`src/rtl/rs_pkg.sv`:
```
// Shared constants and state encoding for the RS(15,9) GF(16) codec sequencer.
package rs_pkg;

    localparam int SYM_W = 4;               // bits per GF(16) symbol
    localparam int N_SYM = 15;              // codeword length in symbols
    localparam int K_SYM = 9;               // message length in symbols
    localparam int MSG_W = SYM_W * K_SYM;   // 36-bit message bus
    localparam int CW_W  = SYM_W * N_SYM;   // 60-bit codeword bus

    typedef enum logic [2:0] {
        IDLE     = 3'd0,
        ENC_WAIT = 3'd1,
        DEC_GO   = 3'd2,
        DEC_WAIT = 3'd3,
        RESULT   = 3'd4
    } seq_state_t;

    // True for the two states that hand control to the busy watchdog.
    function automatic logic is_wait_state(input seq_state_t s);
        return (s == ENC_WAIT) || (s == DEC_WAIT);
    endfunction

endpackage

```
`src/rtl/rs_busy_watchdog.sv`:
```
// Settle window plus bounded busy wait, shared by the encoder and decoder phases.
// After arm, busy is ignored for SETTLE_CYC cycles, then sampled every cycle:
// a low sample pulses done; TIMEOUT_CYC consecutive high samples pulse timeout.
// Both outputs are single-cycle pulses one clock after the deciding sample.
module rs_busy_watchdog #(
    parameter int unsigned SETTLE_CYC  = 2,
    parameter int unsigned TIMEOUT_CYC = 1023
) (
    input  logic clk,
    input  logic rst_n,
    input  logic arm,
    input  logic busy,
    output logic done,
    output logic timeout
);

    localparam int unsigned SET_W = (SETTLE_CYC  > 0) ? $clog2(SETTLE_CYC + 1) : 1;
    localparam int unsigned TMO_W = (TIMEOUT_CYC > 1) ? $clog2(TIMEOUT_CYC)    : 1;
    localparam logic [SET_W-1:0] SET_LOAD = SET_W'(SETTLE_CYC);
    localparam logic [TMO_W-1:0] TMO_LAST = TMO_W'((TIMEOUT_CYC > 0) ? TIMEOUT_CYC - 1 : 0);

    logic             r_active;
    logic [SET_W-1:0] r_settle;
    logic [TMO_W-1:0] r_busy_cnt;
    logic             r_done;
    logic             r_timeout;

    // Settle countdown, then busy sampling with a consecutive-high counter.
    always_ff @(posedge clk or negedge rst_n) begin
        // NOTE: state registers use non-blocking assignment so every flop samples pre-edge values.
        if (!rst_n) begin
            r_active   <= 1'b0;
            r_settle   <= '0;
            r_busy_cnt <= '0;
            r_done     <= 1'b0;
            r_timeout  <= 1'b0;
        end else if (arm) begin
            r_active   <= 1'b1;
            r_settle   <= SET_LOAD;
            r_busy_cnt <= '0;
            r_done     <= 1'b0;
            r_timeout  <= 1'b0;
        end else begin
            r_done    <= 1'b0;
            r_timeout <= 1'b0;
            if (r_active) begin
                if (r_settle != '0) begin
                    r_settle <= r_settle - SET_W'(1);
                end else if (!busy) begin
                    r_done   <= 1'b1;
                    r_active <= 1'b0;
                end else if (TIMEOUT_CYC != 0) begin
                    if (r_busy_cnt == TMO_LAST) begin
                        r_timeout <= 1'b1;
                        r_active  <= 1'b0;
                    end else begin
                        r_busy_cnt <= r_busy_cnt + TMO_W'(1);
                    end
                end
            end
        end
    end

    assign done    = r_done;
    assign timeout = r_timeout;

endmodule

```
`src/rtl/rs_codec_sequencer.sv`:
```
// Top-level driver for the RS(15,9) encode -> channel -> decode loopback path.
// Issues toggle-style start requests to external encoder/decoder blocks, injects
// the caller's error pattern, and reports the decoded message with match/timeout
// status and saturating pass/fail statistics.
module rs_codec_sequencer
    import rs_pkg::*;
#(
    parameter int unsigned SETTLE_CYC  = 2,
    parameter int unsigned TIMEOUT_CYC = 1023,
    parameter int unsigned CNT_W       = 16
) (
    input  logic             clk,
    input  logic             rst_n,
    input  logic [MSG_W-1:0] msg_in,
    input  logic [CW_W-1:0]  err_in,
    input  logic             in_valid,
    output logic             in_ready,
    output logic             encodeMessage,
    input  logic             encoderBusy,
    input  logic [CW_W-1:0]  encodedMessage,
    output logic [CW_W-1:0]  recievedWordIn,
    output logic             decodeMessage,
    input  logic             decoderBusy,
    input  logic [MSG_W-1:0] messageRecieved,
    output logic [MSG_W-1:0] out_msg,
    output logic             out_match,
    output logic             out_timeout,
    output logic             out_valid,
    input  logic             out_ready,
    output logic [CNT_W-1:0] pass_cnt,
    output logic [CNT_W-1:0] fail_cnt
);

    seq_state_t       r_state;
    seq_state_t       w_next_state;
    logic             r_in_ready;
    logic             r_enc_tgl;
    logic             r_dec_tgl;
    logic [MSG_W-1:0] r_msg_q;
    logic [CW_W-1:0]  r_err_q;
    logic [CW_W-1:0]  r_rx_word;
    logic [MSG_W-1:0] r_out_msg;
    logic             r_out_match;
    logic             r_out_timeout;
    logic [CNT_W-1:0] r_pass_cnt;
    logic [CNT_W-1:0] r_fail_cnt;

    logic w_accept;
    logic w_wd_arm;
    logic w_wd_busy;
    logic w_wd_done;
    logic w_wd_timeout;
    logic w_in_wait;
    logic w_out_hs;

    assign w_accept  = in_valid && r_in_ready;
    assign w_in_wait = is_wait_state(r_state);
    assign w_out_hs  = (r_state == RESULT) && out_ready;
    // Re-arm on entry to each WAIT state: accept enters ENC_WAIT, DEC_GO enters DEC_WAIT.
    assign w_wd_arm  = w_accept || (r_state == DEC_GO);
    assign w_wd_busy = (r_state == DEC_WAIT) ? decoderBusy : encoderBusy;

    rs_busy_watchdog #(
        .SETTLE_CYC  (SETTLE_CYC),
        .TIMEOUT_CYC (TIMEOUT_CYC)
    ) u_watchdog (
        .clk     (clk),
        .rst_n   (rst_n),
        .arm     (w_wd_arm),
        .busy    (w_wd_busy),
        .done    (w_wd_done),
        .timeout (w_wd_timeout)
    );

    // Next-state decode for the encode/decode handshake sequence.
    always_comb begin
        // NOTE: default assignment first so no path leaves w_next_state unassigned (no latch).
        w_next_state = r_state;
        case (r_state)
            IDLE:     if (w_accept)          w_next_state = ENC_WAIT;
            ENC_WAIT: if (w_wd_timeout)      w_next_state = RESULT;
                      else if (w_wd_done)    w_next_state = DEC_GO;
            DEC_GO:                          w_next_state = DEC_WAIT;
            DEC_WAIT: if (w_wd_timeout || w_wd_done) w_next_state = RESULT;
            RESULT:   if (out_ready)         w_next_state = IDLE;
            default:                         w_next_state = IDLE;
        endcase
    end

    // State register; in_ready is registered so it stays low while reset is held.
    always_ff @(posedge clk or negedge rst_n) begin
        if (!rst_n) begin
            r_state    <= IDLE;
            r_in_ready <= 1'b0;
        end else begin
            r_state    <= w_next_state;
            r_in_ready <= (w_next_state == IDLE);
        end
    end

    // Input capture, start toggles and the corrupted word sent to the decoder.
    always_ff @(posedge clk or negedge rst_n) begin
        if (!rst_n) begin
            r_enc_tgl <= 1'b0;
            r_dec_tgl <= 1'b0;
            r_msg_q   <= '0;
            r_err_q   <= '0;
            r_rx_word <= '0;
        end else begin
            if (w_accept) begin
                r_msg_q   <= msg_in;
                r_err_q   <= err_in;
                r_enc_tgl <= ~r_enc_tgl;
            end
            // Word is registered one cycle before the decoder toggle so data leads the request.
            if ((r_state == ENC_WAIT) && w_wd_done) begin
                r_rx_word <= encodedMessage ^ r_err_q;
            end
            if (r_state == DEC_GO) begin
                r_dec_tgl <= ~r_dec_tgl;
            end
        end
    end

    // Result capture on leaving either WAIT state; a watchdog abort reports zeros.
    always_ff @(posedge clk or negedge rst_n) begin
        if (!rst_n) begin
            r_out_msg     <= '0;
            r_out_match   <= 1'b0;
            r_out_timeout <= 1'b0;
        end else if (w_in_wait && w_wd_timeout) begin
            r_out_msg     <= '0;
            r_out_match   <= 1'b0;
            r_out_timeout <= 1'b1;
        end else if ((r_state == DEC_WAIT) && w_wd_done) begin
            r_out_msg     <= messageRecieved;
            r_out_match   <= (messageRecieved == r_msg_q);
            r_out_timeout <= 1'b0;
        end
    end

    // Saturating statistics, bumped once per consumed result.
    always_ff @(posedge clk or negedge rst_n) begin
        if (!rst_n) begin
            r_pass_cnt <= '0;
            r_fail_cnt <= '0;
        end else if (w_out_hs) begin
            if (r_out_match) begin
                if (r_pass_cnt != '1) r_pass_cnt <= r_pass_cnt + CNT_W'(1);
            end else begin
                if (r_fail_cnt != '1) r_fail_cnt <= r_fail_cnt + CNT_W'(1);
            end
        end
    end

    assign in_ready       = r_in_ready;
    assign encodeMessage  = r_enc_tgl;
    assign decodeMessage  = r_dec_tgl;
    assign recievedWordIn = r_rx_word;
    assign out_msg        = r_out_msg;
    assign out_match      = r_out_match;
    assign out_timeout    = r_out_timeout;
    assign out_valid      = (r_state == RESULT);
    assign pass_cnt       = r_pass_cnt;
    assign fail_cnt       = r_fail_cnt;

endmodule

```
`config.mk`:
```
export PLATFORM = sky130hd
export DESIGN_NAME = rs_codec_sequencer
export DESIGN_NICKNAME = d
export VERILOG_FILES = /design/src/rtl/rs_pkg.sv /design/src/rtl/rs_busy_watchdog.sv /design/src/rtl/rs_codec_sequencer.sv
export SDC_FILE = /design/constraint.sdc
export NUM_CORES = 1
export LEC_CHECK = 0
export CORE_ASPECT_RATIO = 1.25
export CORE_MARGIN = 2
export CORE_UTILIZATION = 42
export CTS_CLUSTER_DIAMETER = 150
export CTS_CLUSTER_SIZE = 30
export DETAILED_ROUTE_END_ITERATION = 8
export HOLD_SLACK_MARGIN = 0.1
export PLACE_DENSITY = 0.76
export SYNTH_ARGS = -nofsm -noshare
export SYNTH_HDL_FRONTEND = slang
export SYNTH_HIERARCHICAL = 1
export SYNTH_SLANG_ARGS = --single-unit
```
`constraint.sdc`:
```
create_clock -name clk -period 2.02 [get_ports clk]
set_input_delay 0.404 -clock clk [delete_from_list [all_inputs] [get_ports clk]]
set_output_delay 0.404 -clock clk [all_outputs]
set_load 0.01 [all_outputs]
```
==> summary.txt <==
Run status
  – Status: finished, final reports clean

Power and ir drop
  – Leak: 6.02 nW
  – Power per cell area: 1200 mW/mm^2
  – PnR Total Power: 0.0179 W
  – Max IR drop VDD: 901 uV

Setup path
  – Setup crit start kind: register
  – Kind of cell adding the most delay to the critical path: buffers and inverters
  – Worst r2r path cells: 8
  – CP max stage delay: 580 ps
  – Critical path depth: 1
  – Crit path required time: 1620 ps
  – Critical path buffers and inverters: 1
  – Setup CP Type: reg2out
  – CP max-delay cell: clkdlybuf4s50_1
  – CP endpoint kind: primary output
  – Worst-path fanout max: 5
  – CP arrival: 1530 ps
  – CP cell instances: clkdlybuf4s50_1

Cells and area
  – Final net count: 1382
  – Synthesis-to-layout area growth: 42.4%
  – Commonest non-fill, non-tap cell in the layout: clkdlybuf4s50_1
  – Reg area: 0.00618 sq mm
  – Share of post-route cells with drive strength above 1: 0.157
  – Fillcell total: 2016
  – Most frequent cells in the layout: clkdlybuf4s50_1 (329), dfrtp_1 (244), xnor2_1 (109)
  – Finished layout cell area: 0.0149 sq mm
  – Post-Route Utilization: 0.608
  – Area of the multi-input gates: 0.00416 sq mm
  – Post-route insts no fill: 1512

Route
  – Number of vias per cell: 5.03
  – Vias: 7606
  – Starting DRT DRC Count: 252
  – Final ANT Viol Nets: 0
  – Wire length per cell: 18.4 um
  – TritonRoute pass-1 iters: 4
  – Final WL: 27800 um
  – DRC violations left: 0

Clock network
  – CTS buffer count: 12
  – Clock Path Buffers: 3
  – Post CTS Setup Buffer Count: 0
  – CTS clock-pin slew for the worst setup and hold paths: 120 ps
  – Root buf cell: clkbuf_16
  – Clock Latency Late Sink: 480 ps
  – CTS tree: built
  – Clock sink count: 247
  – H-tree depth: 1

Logic synthesis
  – Synth Area in Compound Gates: 0.0815
  – Syn nets: 1030
  – Synthesized instance count: 827
  – Syn avg cell area: 12.7 sq um
  – Post-synth top flop: dfrtp_1
  – Largest family of logic cells by synthesized area: multiplexers
  – #FFs+latches synth: 247
  – Post-Synth Adder-Cell Area: 0.00598
  – Synth cell types: 55
  – Number of synthesized flops with an enable pin: 0
  – Fraction of registers with async set/reset: 1.00
  – Warnings from Yosys: 6
  – Sequential-to-total area share from yosys stat: 0.590
  – Post-synthesis simple-gate area fraction: 0.0883
  – Post-synthesis mux area share: 0.110
  – Xor/xnor share of the synthesized area: 0.106
  – Cell Area, Synth: 0.0105 sq mm

Global route
  – Largest net degree at the start of global routing: 52
  – GR Util All Layers: 0.211
  – Global-route wire length before repair: 44000 um
  – Vias in the first global route: 8014
  – Grt total ovfl: 0
  – Antenna violations before repair: 2

Timing
  – Peak Freq: 516 MHz
  – Final worst path period share: 0.959
  – Slew of the pin with the lowest slew margin: 436 ps
  – Period minus WS final: 1940 ps
  – Rel. slew slack: 0.710
  – Clk_skew: 30.9 ps
  – Max-slew violation count: 0
  – Final WS setup: 83.0 ps
  – Final hold vios: 0
  – Unrepaired setup endpoints after global routing: yes
  – Final setup fails: 0

Floorplan
  – Starting density of the core: 0.427
  – Site Rows: 64
  – Die ar.: 0.0262 sq mm
  – Die X: 145 um
  – # IOs: 332
  – Die height: 181 um
  – Core Box Area: 0.0245 sq mm

Hold path
  – Hold Path Class: in2async

Flow run
  – Max-cap violation count: 0

Placement
  – Pre-CTS setup slack: -136 ps
  – DP HPWL: 21100 um
  – RePlAce Congestion: 0.879
  – Placed insts: 1494
  – Port bufs: 331
  – Post-place instance area: 0.0145 sq mm
-- kinds of logic (layout without fill, tap and decap cells) --
family / Yosys count / after routing
flops: 247 / 247
simple gates: 177 / 177
compound gates: 127 / 127
xor+xnor: 127 / 127
mux: 102 / 102
buf+inv: 42 / 395
fa+ha+maj: 5 / 5
other cells: 0 / 2
-- worst paths after layout --
kind / from / endpoint / slack, ps
worst max-delay path: fail_cnt[13] / fail_cnt[13] / 80
worst min register to register: decodeMessage / decodeMessage / 480
min in group clk: decodeMessage / decodeMessage / 480
worst max register to register: r_state[2] / u_watchdog/r_busy_cnt[6] / 90
max in group asynchronous: rst_n / r_msg_q[26] / 950
worst min-delay path: rst_n / out_msg[14] / 410
-- repair_timing --
item                                    4_1_cts  5_1_grt
gates cloned                                  0        0
hold endpoints to repair                     44        0
hold buffers                                  1        0
pin swaps                                     3        1
gates resized for setup                       7        8
endpoints found under the setup margin        7       10
-- per-stage QoR --
stage / hold slack, ps / setup TNS, ps
after CTS: 409 / 0
after detailed placement: 359 / -836
after global placement: 362 / -316
after floorplan: 108 / 0
final: 406 / 0
after global routing: 422 / -9.28
-- report_power, final --
group	total, W	switching, W	internal, W
sequential	0.00816	0.00126	0.00690
clock	0.00278	0.00158	0.00120
combinational	0.00693	0.00271	0.00422
total	0.0179	0.00554	0.0123
-- synth_stat cells (9+ instances only) --
library cell | number | area (sq um)
inv_1 | 9 | 33.8
nand2_1 | 21 | 78.8
a21oi_1 | 68 | 340
xor2_1 | 18 | 158
a22o_1 | 36 | 315
buf_2 | 17 | 85.1
dfrtp_1 | 247 | 6180
mux2_2 | 101 | 1140
nand4_1 | 18 | 113
xnor2_1 | 109 | 955
nor2_1 | 78 | 293
nand3_1 | 15 | 75.1
clkbuf_1 | 14 | 52.6
-- sequential cells by signal (all words and copies together), names as in the netlist --
signal and cells:
decodeMessage 1, encodeMessage 1, fail_cnt 16, in_ready 1, out_match 1, out_msg 36
out_timeout 1, pass_cnt 16, r_err_q 60, r_msg_q 36, r_state 3, recievedWordIn 60
u_watchdog/done 1, u_watchdog/r_active 1, u_watchdog/r_busy_cnt 10, u_watchdog/r_settle 2, u_watchdog/timeout 1
-- cell type report --
| class | instances | share of cell area |
|---|---|---|
| inverters | 9 | 0.00227 |
| flip-flops and latches | 247 | 0.415 |
| repair buffers | 371 | 0.252 |
| well taps | 330 | 0.0277 |
| multi-input cells | 538 | 0.279 |
| clock inverters | 1 | 0.00201 |
| clock buffers | 14 | 0.0221 |
| diodes | 2 | 0.000336 |
-- routing by layer --
metal	vias up	GRT usage	routed length (um)
met5	-	0	0
met2	213	0.388	15000
met4	0	0.0733	971
met3	47	0.0294	1240
met1	3769	0.252	10600
li1	3577	-	-
No activity file was read; power rests on OpenSTA's default activity.
